==> src/rtl/pipe_ctrl_pkg.sv <==
`default_nettype none
// ============================================================================
// Module   : pipe_ctrl_pkg
// Brief    : Shared state encoding and register constants for the hazard
//            sequencer of the 5-stage merge-sort core.
// Revision : 1.0
// ============================================================================
package pipe_ctrl_pkg;

    localparam logic [1:0] c_RUN      = 2'd0;
    localparam logic [1:0] c_MEM_WAIT = 2'd1;
    localparam logic [1:0] c_REFILL   = 2'd2;

    localparam logic [4:0] c_X0 = 5'd0;

    typedef enum logic [1:0] {
        ST_RUN      = c_RUN,
        ST_MEM_WAIT = c_MEM_WAIT,
        ST_REFILL   = c_REFILL
    } state_t;

endpackage
`default_nettype wire

==> src/rtl/sat_counter.sv <==
`default_nettype none
// ============================================================================
// Module   : sat_counter
// Brief    : Up-counter that sticks at all-ones instead of wrapping.
// Revision : 1.0
// ============================================================================
module sat_counter #(
    parameter int W = 32
) (
    input  logic         clk,
    input  logic         reset,
    input  logic         inc,
    output logic [W-1:0] count
);

    logic [W-1:0] r_count;

    always_ff @(posedge clk) begin
        if (reset) begin
            r_count <= '0;
        end else if (inc && (r_count != {W{1'b1}})) begin
            r_count <= r_count + 1'b1;
        end
    end

    assign count = r_count;

endmodule
`default_nettype wire

==> src/rtl/pipeline_hazard_ctrl.sv <==
`default_nettype none
// ============================================================================
// Module   : pipeline_hazard_ctrl
// Brief    : Stall/flush sequencer for PC, IF_ID, ID_EX and EX_MEM.
// Revision : 1.0
// ============================================================================
module pipeline_hazard_ctrl
    import pipe_ctrl_pkg::*;
#(
    parameter int FLUSH_CYCLES = 1,
    parameter int CNT_W        = 32
) (
    input  logic             clk,
    input  logic             reset,
    input  logic [4:0]       id_rs1,
    input  logic [4:0]       id_rs2,
    input  logic             id_use_rs1,
    input  logic             id_use_rs2,
    input  logic [4:0]       ex_rd,
    input  logic             ex_lw,
    input  logic             ex_redirect,
    input  logic             mem_req,
    input  logic             mem_ready,
    output logic             pc_stall,
    output logic             if_id_stall,
    output logic             if_id_flush,
    output logic             id_ex_stall,
    output logic             id_ex_flush,
    output logic             ex_mem_stall,
    output logic             busy,
    output logic [CNT_W-1:0] stall_cnt,
    output logic [CNT_W-1:0] flush_cnt
);

    localparam logic [2:0] c_REM_LOAD = 3'(FLUSH_CYCLES - 1);

    state_t     r_state;
    logic [2:0] r_rem;
    state_t     w_next_state;
    logic [2:0] w_next_rem;
    logic       w_lu;
    logic       w_mem_wait;
    logic       w_freeze;
    logic       w_inc_flush;

    assign w_lu = ex_lw && (ex_rd != c_X0) &&
                  ((id_use_rs1 && (id_rs1 == ex_rd)) ||
                   (id_use_rs2 && (id_rs2 == ex_rd)));

    assign w_mem_wait = mem_req && !mem_ready;

    always_comb begin
        w_next_state = r_state;
        w_next_rem   = r_rem;
        w_freeze     = 1'b0;
        w_inc_flush  = 1'b0;
        if_id_flush  = 1'b0;
        id_ex_flush  = 1'b0;
        pc_stall     = 1'b0;
        if_id_stall  = 1'b0;
        busy         = 1'b0;

        if (reset) begin
            // Clearing both pipe registers keeps garbage out of the core while held in reset.
            if_id_flush = 1'b1;
            id_ex_flush = 1'b1;
        end else begin
            busy = (r_state != ST_RUN);
            case (r_state)
                ST_RUN: begin
                    if (w_mem_wait) begin
                        w_freeze     = 1'b1;
                        w_next_state = ST_MEM_WAIT;
                    end else if (ex_redirect) begin
                        if_id_flush = 1'b1;
                        id_ex_flush = 1'b1;
                        w_inc_flush = 1'b1;
                        if (FLUSH_CYCLES > 1) begin
                            w_next_state = ST_REFILL;
                            w_next_rem   = c_REM_LOAD;
                        end
                    end else if (w_lu) begin
                        pc_stall    = 1'b1;
                        if_id_stall = 1'b1;
                        id_ex_flush = 1'b1;
                    end
                end
                ST_MEM_WAIT: begin
                    if (!mem_ready) begin
                        w_freeze = 1'b1;
                    end else begin
                        w_next_state = ST_RUN;
                    end
                end
                ST_REFILL: begin
                    if (w_mem_wait) begin
                        w_freeze = 1'b1;
                    end else if (ex_redirect) begin
                        if_id_flush = 1'b1;
                        id_ex_flush = 1'b1;
                        w_inc_flush = 1'b1;
                        w_next_rem  = c_REM_LOAD;
                    end else begin
                        if_id_flush = 1'b1;
                        w_next_rem  = r_rem - 3'd1;
                        if (r_rem <= 3'd1) begin
                            w_next_state = ST_RUN;
                        end
                    end
                end
                default: begin
                    w_next_state = ST_RUN;
                    w_next_rem   = 3'd0;
                end
            endcase

            if (w_freeze) begin
                pc_stall    = 1'b1;
                if_id_stall = 1'b1;
            end
        end
    end

    assign id_ex_stall  = w_freeze;
    assign ex_mem_stall = w_freeze;

    always_ff @(posedge clk) begin
        if (reset) begin
            r_state <= ST_RUN;
            r_rem   <= 3'd0;
        end else begin
            r_state <= w_next_state;
            r_rem   <= w_next_rem;
        end
    end

    sat_counter #(.W(CNT_W)) u_stall_cnt (
        .clk   (clk),
        .reset (reset),
        .inc   (pc_stall),
        .count (stall_cnt)
    );

    sat_counter #(.W(CNT_W)) u_flush_cnt (
        .clk   (clk),
        .reset (reset),
        .inc   (w_inc_flush),
        .count (flush_cnt)
    );

endmodule
`default_nettype wire

==> config.mk <==
export PLATFORM = sky130hd
export DESIGN_NAME = pipeline_hazard_ctrl
export DESIGN_NICKNAME = d
export VERILOG_FILES = /design/src/rtl/pipe_ctrl_pkg.sv /design/src/rtl/sat_counter.sv /design/src/rtl/pipeline_hazard_ctrl.sv
export SDC_FILE = /design/constraint.sdc
export NUM_CORES = 1
export LEC_CHECK = 0
export ABC_AREA = 1
export CELL_PAD_IN_SITES_DETAIL_PLACEMENT = 2
export CELL_PAD_IN_SITES_GLOBAL_PLACEMENT = 2
export CORE_ASPECT_RATIO = 1.25
export CORE_MARGIN = 1
export CORE_UTILIZATION = 26
export DETAILED_ROUTE_END_ITERATION = 10
export HOLD_SLACK_MARGIN = 0.05
export PLACE_DENSITY = 0.92
export SYNTH_ARGS = -nofsm -noshare
export SYNTH_HDL_FRONTEND = slang
export SYNTH_SLANG_ARGS = --single-unit
==> constraint.sdc <==
create_clock -name clk -period 2.5 [get_ports clk]
set_clock_uncertainty 0.15 [all_clocks]
set_input_delay 0.625 -clock clk [delete_from_list [all_inputs] [get_ports clk]]
set_output_delay 0.625 -clock clk [all_outputs]
set_load 0.03 [all_outputs]
==> run_results.csv, run 1 <==
group,metric,value,unit
cells_and_area,instances_no_fill,1053,
clocking,postCtsHoldBufs,0,
synth,ys_seq_area_share,30.2,%
pwr,p_per_area,432,mW/mm2
setup_path,path_max_fanout,2,
routing,wl_per_cell,18.1,um
global_route,grt_start_max_net_pins,33,
die,start_util,26.6,%
setup_path,start_kind,"input port",
routing,vias,5258,
global_route,grt_overflow,0,
pwr,p_sw_share,26.2,%
sta,relSlewSlack,64.8,%
place,gp_congestion,0.893,
sta,finalSetupTns,0,ns
global_route,grt_util_met1,23.5,%
die,ioPinCount,94,
sta,hold_viol,0,
pwr,comb_power_share,8.8,%
global_route,antenna_found_initial,0,
routing,wirelength,19100,um
setup_path,arrival,1.66,ns
routing,dr.pass1.iters,4,
synth,syn_avg_cell_area,5.99,um2
setup_path,end_kind,"output pin",
die,die_w,117,um
synth,synth.distinct_cells,28,
clocking,numCtsBuffers,9,
setup_path,worstSetupPathType,"in2out",
clocking,clk_pin_slew,0.06,ns
sta,min_period,2.44,ns
synth,synth-seq-cells,65,
clocking,cts_tree,"done",
routing,first_iter_violations,188,
sta,setup_viol,0,
clocking,root_buffer,"clkbuf_16",
flow_run,maxCapViolations,0,
global_route,top_usage_layer,"met2",
sta,rsz0062_at_grt,"false",
pwr,switching_power,0.000673,W
global_route,use_met2,45.5,%
routing,postRouteAntennaNets,0,
synth,syn_area,0.00432,mm2
synth,syn_inst,720,
cells_and_area,drive_gt1_share,12.2,%
place,dp.cells,1032,
sta,worstMarginPinSlew,0.523,ns
die,fp.dieH,146,um
routing,via_per_inst,4.99,
pwr,p_int,0.00190,W
die,core,0.0162,mm2
cells_and_area,fin_nets,858,
sta,fmax,410,MHz
routing,drcViolationCount,0,
sta,maxSlewViolCount,0,
place,port-buffer-count,93,
global_route,grt_use_met3,3.40,%
sta,min_period_over_period,97.5,%
clocking,clk_latency,0.35,ns
die,dieArea,0.0171,mm2
global_route,grt_pass1_vias,5970,
place,dpl.hpwl,14600,um
pwr,p_leak,2.28,nW
global_route,grt_pass1_wl,31000,um
setup_path,critPathRequiredTime,1.73,ns
die,rows,52,
pwr,ir_drop,240,uV
pwr,pwr-share-seq,40.6,%
clocking,clock_sinks,65,
hold_path,hold_path.class,"reg2reg",
run_status,status,"finished clean",
pwr,p_clk_share,50.6,%
cells_and_area,n_antenna_cell,0,
clocking,cts_buffer_depth,2,
clocking,h-tree-depth,3,
synth,yosys_warnings,0,
cells_and_area,syn2layout_area_growth,38.0,%
synth,syn-num-nets,745,
global_route,track_usage,23.5,%
==> final timing paths <==
kind	from	to	slack (ns)	cells after the start
max reg2reg	u_stall_cnt.count[15]$_SDFFE_PP0P_	u_stall_cnt.count[15]$_SDFFE_PP0P_	0.19	9
max	mem_ready	id_ex_flush	0.06	6
min	u_flush_cnt.count[31]$_SDFFE_PP0P_	u_flush_cnt.count[31]$_SDFFE_PP0P_	0.36	2
min reg2reg	u_flush_cnt.count[31]$_SDFFE_PP0P_	u_flush_cnt.count[31]$_SDFFE_PP0P_	0.36	2
==> area by class of cell <==
cell class	count	area [um2]
flip-flops and latches	65	1300
inverters	67	251
clock inverters	6	70.1
repair buffers	126	1140
fillers	1965	10200
multi-input cells	564	2700
well taps	216	270
clock buffers	9	225
==> synth_stat cells <==
cell type / number / share of area, %
ha_1: 2 / 0.58
buf_6: 3 / 0.78
nand4_2: 1 / 0.29
nor3_4: 1 / 0.38
nor3_1: 33 / 3.8
inv_2: 1 / 0.087
nand2_2: 3 / 0.43
or2_2: 1 / 0.15
nor4_1: 1 / 0.15
nand4_1: 9 / 1.3
xnor2_1: 7 / 1.4
dfxtp_1: 65 / 30
o21ai_0: 5 / 0.58
nor3b_1: 1 / 0.17
buf_1: 1 / 0.087
and3_1: 1 / 0.15
inv_1: 66 / 5.7
buf_2: 6 / 0.70
xor2_1: 32 / 6.5
clkbuf_1: 12 / 1.0
nand2_1: 259 / 23
nand3_1: 51 / 5.9
a21oi_1: 63 / 7.3
buf_4: 2 / 0.35
a31o_2: 1 / 0.20
nand3b_1: 12 / 2.1
nor2_2: 1 / 0.15
nor2_1: 80 / 7.0
==> cell families after synthesis <==
group | synth area share [%]
buf+inv | 8.78
simple gates | 44.5
fa+ha+maj | 0.580
compound gates | 8.09
flops | 30.2
xor+xnor | 7.92
==> critical path, stage by stage <==
cell	delay, ns
dlygate4sd2_1	0.26
a21oi_2	0.21
inv_2	0.06
buf_4	0.13
a31o_2	0.24
buf_6	0.14
==> metal layers <==
| metal | wire, um | vias up |
|---|---|---|
| met1 | 7150 | 2592 |
| li1 | - | 2509 |
| met3 | 455 | 49 |
| met4 | 871 | 0 |
| met2 | 10600 | 108 |
| met5 | 0 | - |
==> power groups by stage <==
stage                     sequential (W)  clock (W)  combinational, W
after floorplan                  0.00107          0          0.000101
after global placement           0.00107          0          0.000211
after detailed placement         0.00107          0          0.000219
after CTS                        0.00104    0.00133          0.000226
after global routing             0.00104    0.00138          0.000246
final                            0.00104    0.00130          0.000226
==> flip-flops by register name, indices dropped and copies added, names as in the netlist <==
signal / flops
r_state: 1
u_stall_cnt.count: 32
u_flush_cnt.count: 32
==> cells in the final DEF (no fill, tap or decap), types with 9 or more instances in the layout <==
master	Yosys	layout
nand3b_1	12	12
inv_1	66	62
dfxtp_1	65	64
nand3_1	51	49
buf_4	2	33
clkdlybuf4s50_1	0	65
nand2_1	259	253
nand2_2	3	9
nor3_1	33	31
xor2_1	32	32
nor2_1	80	75
clkbuf_16	0	9
nand4_1	9	9
clkbuf_2	0	13
a21oi_1	63	62
==> timing repair <==
item                                    in CTS  in global routing
pin swaps                                   14                 15
gates resized for setup                     43                 41
buffers inserted                             5                  1
endpoints found under the setup margin       4                 23
==> metrics by stage <==
| stage | hold slack [ns] | utilization [%] | instance area [um2] | total power (W) | worst slack (ns) |
|---|---|---|---|---|---|
| finish | 0.360 | 36.8 | 5960 | 0.00257 | 0.0621 |
| global route | 0.390 | 36.8 | 5960 | 0.00267 | 0.00190 |
| CTS | 0.362 | 36.9 | 5980 | 0.00260 | 0.00388 |
| detailed placement | 0.352 | 34.7 | 5620 | 0.00129 | -0.407 |
| global placement | 0.334 | 34.7 | 5620 | 0.00128 | -0.353 |
| floorplan | 0.383 | - | 4330 | 0.00117 | 0.0367 |
Note: power is estimated with default switching activity, not from simulation.
==> run 2: changes to the inputs <==
CORE_MARGIN = 2   (was 1)
PLACE_DENSITY = unset   (was 0.92)
PLACE_DENSITY_LB_ADDON = 0.1   (was unset)
==> run_results.csv, run 2 (synthesis gave the netlist of run 1 again) <==
group,metric,value,unit
hold_path,hold_depth,2,
sta,holdWs,0.350,ns
global_route,grt_start_max_net_pins,42,
place,port-buffer-count,93,
pwr,p_per_area,449,mW/mm2
cells_and_area,final_area,0.00603,mm2
hold_path,hold_path.class,"reg2reg",
setup_path,rr_worst_depth,10,
routing,dr.pass1.iters,4,
cells_and_area,syn2layout_area_growth,39.8,%
cells_and_area,fin_nets,866,
routing,wl_per_cell,17.5,um
sta,hold_viol,0,
sta,relSlewSlack,62.8,%
clocking,clk_pin_slew,0.06,ns
routing,via_per_inst,4.85,
cells_and_area,final_common_cell,"nand2_1",
sta,worstMarginPinSlew,0.553,ns
pwr,p_int,0.00205,W
setup_path,arrival,1.66,ns
setup_path,end_kind,"output pin",
clocking,clock_sinks,65,
hold_path,hold_end,"u_flush_cnt.count[31]$_SDFFE_PP0P_",
die,ioPinCount,94,
cells_and_area,utilization,37.2,%
routing,vias,5151,
sta,maxSlewViolCount,0,
sta,finalWorstSetupSlack,0.0658,ns
hold_path,worstHoldStart,"u_flush_cnt.count[31]$_SDFFE_PP0P_",
routing,postRouteAntennaNets,0,
clocking,cts_tree,"done",
global_route,grt_pass1_wl,30500,um
run_status,status,"finished clean",
place,preCtsSetupSlack,-0.438,ns
die,core,0.0162,mm2
routing,first_iter_violations,110,
clocking,clk_latency,0.35,ns
setup_path,r2r-end,"u_stall_cnt.count[16]$_SDFFE_PP0P_",
global_route,grt_pass1_vias,5847,
cells_and_area,layout_common_cells,"nand2_1, nor2_1, clkdlybuf4s50_1",
global_route,track_usage,21.9,%
clocking,h-tree-depth,3,
pwr,p_sw_share,24.3,%
sta,min_period_over_period,97.4,%
clocking,postCtsHoldBufs,0,
cells_and_area,drive_gt1_share,12.8,%
pwr,ir_drop,244,uV
place,placed_area,0.00568,mm2
pwr,comb_power_share,8.2,%
routing,drcViolationCount,0,
setup_path,worstSetupPathType,"in2out",
sta,rsz0062_at_grt,"false",
pwr,p_leak,2.33,nW
place,dpl.hpwl,14700,um
setup_path,regToRegSetupSlack,0.33,ns
pwr,pwr-share-seq,38.5,%
die,rows,52,
die,fp.dieH,148,um
cells_and_area,n_antenna_cell,0,
setup_path,critPathRequiredTime,1.73,ns
setup_path,rr_startpoint,"u_stall_cnt.count[0]$_SDFFE_PP0P_",
pwr,p_clk_share,53.3,%
die,dieArea,0.0177,mm2
setup_path,start_kind,"input port",
cells_and_area,fillers,2016,
sta,fmax,411,MHz
die,die_w,119,um
place,gp_congestion,0.821,
setup_path,startpoint,"id_rs1[3]",
pwr,switching_power,0.000659,W
routing,wirelength,18600,um
clocking,numCtsBuffers,9,
global_route,antenna_found_initial,0,
setup_path,path_max_fanout,3,
sta,setup_viol,0,
flow_run,maxCapViolations,0,
clocking,root_buffer,"clkbuf_16",
die,start_util,26.6,%
sta,min_period,2.43,ns
clocking,cts_buffer_depth,2,
global_route,grt_overflow,0,
pwr,power,0.00271,W
==> run 2: cell count changes in the layout (fill, tap and decap cells not counted), sizes merged <==
cell           change
dlymetal6s2s       -2
clkdlybuf4s15      +2
buf               +10
bufinv             +1
clkdlybuf4s50      +2
clkbuf             -2
clkinvlp           -2
==> run 2: power groups by stage <==
stage / Combinational, W / Sequential, W / Clock [W]
CTS: 0.000226 / 0.00104 / 0.00148
finish: 0.000222 / 0.00104 / 0.00144
global placement: 0.000211 / 0.00107 / 0
detailed placement: 0.000219 / 0.00107 / 0
global route: 0.000244 / 0.00104 / 0.00151
floorplan: 0.000101 / 0.00107 / 0
==> run 2: final cells by class <==
class / instances / area (um2) / share of cell area (%)
clock inverters: 5 / 77.6 / 1.29
inverters: 67 / 251 / 4.17
repair buffers: 134 / 1190 / 19.7
flip-flops and latches: 65 / 1300 / 21.6
multi-input cells: 564 / 2690 / 44.6
clock buffers: 11 / 253 / 4.19
well taps: 216 / 270 / 4.48
==> run 2: worst max-delay path by stage <==
stage                   to  cells after the start
6_report       if_id_stall                     10
5_1_grt        if_id_stall                     10
3_5_place_dp   if_id_stall                     11
3_3_place_gp      pc_stall                     11
4_1_cts        if_id_stall                      6
2_1_floorplan     pc_stall                      7
==> run 2: timing repair <==
action                                 4_1_cts  5_1_grt
setup endpoints to repair                    4       33
cloned                                       0        0
buffers inserted                             5        0
resized for setup                           53       28
pin swaps                                   16       16
endpoints found under the hold margin        0        0
==> run 2: routing by layer <==
layer	wire [um]	global-route usage, %
met5	0	0
met4	312	6.13
met3	366	3.05
met2	10800	45.3
met1	7120	22.3
==> run 2: metrics by stage <==
step	setup TNS [ns]	cells
floorplan	0	720
global placement	-9.58	1041
detailed placement	-14.12	1041
CTS	0	1062
global route	0	1062
finish	0	1062
==> run 2: critical path: stages <==
cell and delay, ns:
clkdlybuf4s15_1 0.20, nand2_1 0.08, nand2_1 0.05, nor2_1 0.11, nand3_1 0.09, nand2_2 0.08, nand3_2 0.08, nand2_2 0.09
buf_12 0.12, buf_8 0.12
==> run 3: changes to the inputs <==
CORE_MARGIN = 5   (was 2)
GPL_TIMING_DRIVEN = 1   (was unset)
==> run_results.csv, run 3 (synthesis gave the netlist of run 1 again) <==
group,metric,value,unit
run_status,status,"finished clean",
die,fp.dieH,154,um
routing,highest_layer,"met4",
global_route,grt_pass1_wl,30100,um
routing,first_iter_violations,137,
cells_and_area,drive_gt1_share,12.1,%
die,core,0.0163,mm2
place,port-buffer-count,93,
routing,dr.pass1.iters,4,
cells_and_area,final_area,0.00603,mm2
place,gp_congestion,0.876,
setup_path,worstSetupPathType,"in2out",
global_route,antenna_found_initial,0,
die,start_util,26.5,%
setup_path,arrival,1.65,ns
cells_and_area,final_common_cell,"nand2_1",
clocking,cts_tree,"done",
cells_and_area,syn2layout_area_growth,39.8,%
sta,finalWorstSetupSlack,0.0716,ns
sta,maxSlewViolCount,0,
cells_and_area,utilization,37.1,%
setup_path,critPathMaxStageDelay,0.25,ns
routing,postRouteAntennaNets,0,
global_route,track_usage,19.2,%
setup_path,end_kind,"output pin",
sta,min_period_over_period,97.1,%
clocking,clock_sinks,65,
sta,setup_viol,0,
sta,fmax,412,MHz
setup_path,crit_slowest_cell,"dlygate4sd2_1",
sta,relSlewSlack,66.7,%
setup_path,start_kind,"input port",
sta,hold_viol,0,
routing,dr_wl_met2,10600,um
flow_run,maxCapViolations,0,
global_route,grt_pass1_vias,5793,
clocking,clk_latency,0.34,ns
routing,wl_met1,6900,um
place,dp.cells,1038,
pwr,p_per_area,428,mW/mm2
cells_and_area,fin_nets,866,
routing,wl_per_cell,17.4,um
place,placed_area,0.00569,mm2
die,dieArea,0.0193,mm2
clocking,h-tree-depth,3,
place,dpl.hpwl,15100,um
clocking,clk_pin_slew,0.06,ns
place,preCtsSetupSlack,-0.509,ns
setup_path,critPathRequiredTime,1.73,ns
routing,wl_met3,434,um
die,rows,52,
sta,finalSetupTns,0,ns
pwr,ir_drop,221,uV
setup_path,path_delay_family,"buffers and inverters",
sta,worstMarginPinSlew,0.498,ns
cells_and_area,instances_no_fill,1061,
cells_and_area,layout_common_cells,"nand2_1, nor2_1, clkdlybuf4s50_1",
setup_path,path_max_fanout,2,
cells_and_area,n_antenna_cell,0,
sta,min_period,2.43,ns
clocking,root_buffer,"clkbuf_16",
pwr,p_leak,2.33,nW
routing,via_per_inst,4.84,
routing,drcViolationCount,0,
routing,wirelength,18400,um
routing,vias,5131,
setup_path,path_cells,"dlygate4sd2_1 > a21oi_2 > inv_2 > nand2_2 > nand2_1 > a31o_2 > buf_6",
die,die_w,125,um
hold_path,hold_path.class,"reg2reg",
clocking,numCtsBuffers,9,
setup_path,cp_num_buf_inv,3,
die,ioPinCount,94,
global_route,grt_overflow,0,
clocking,cts_buffer_depth,2,
global_route,grt_start_max_net_pins,23,
run 3: power breakdown:
group          internal [W]  switching, W
Clock              0.000818      0.000490
Sequential          0.00104    0.00000426
Combinational     0.0000953      0.000135
run 3: worst min-delay path, cell delays in order (launching register included):
cell and delay [ns]:
dfxtp_1 0.33, nand2_1 0.07, a21oi_1 0.05
run 3: final cells by class:
type | instances | area, um2
clock buffer | 12 | 256
clock inverter | 3 | 40.0
timing repair buffer | 134 | 1230
inverter | 67 | 251
fill | 2015 | 10200
multi-input combinational | 564 | 2690
sequential | 65 | 1300
tap | 216 | 270
run 3: timing repair:
action	CTS	global route
hold buffers	0	0
pin swaps	13	16
endpoints found under the setup margin	6	5
resized for setup	54	20
setup buffers	7	1
run 3: metrics by stage:
| stage | hold slack, ns | total power [W] |
|---|---|---|
| after detailed placement | 0.345 | 0.00129 |
| after CTS | 0.354 | 0.00263 |
| after floorplan | 0.383 | 0.00117 |
| after global placement | 0.331 | 0.00128 |
| after global routing | 0.384 | 0.00269 |
| final | 0.349 | 0.00258 |
run 3: worst paths after layout:
check | startpoint | end | slack (ns) | depth (start not counted)
setup / recovery | mem_ready | id_ex_flush | 0.07 | 7
hold / removal | u_stall_cnt.count[31]$_SDFFE_PP0P_ | u_stall_cnt.count[31]$_SDFFE_PP0P_ | 0.35 | 2
setup reg to reg | u_flush_cnt.count[1]$_SDFFE_PP0P_ | u_flush_cnt.count[5]$_SDFFE_PP0P_ | 0.22 | 10
hold reg to reg | u_stall_cnt.count[31]$_SDFFE_PP0P_ | u_stall_cnt.count[31]$_SDFFE_PP0P_ | 0.35 | 2
run 3: metal layers:
layer,track usage [%],vias up
met5,0,-
met4,6.25,0
met3,3.02,26
met2,39.4,71
met1,19.4,2501
li1,-,2533
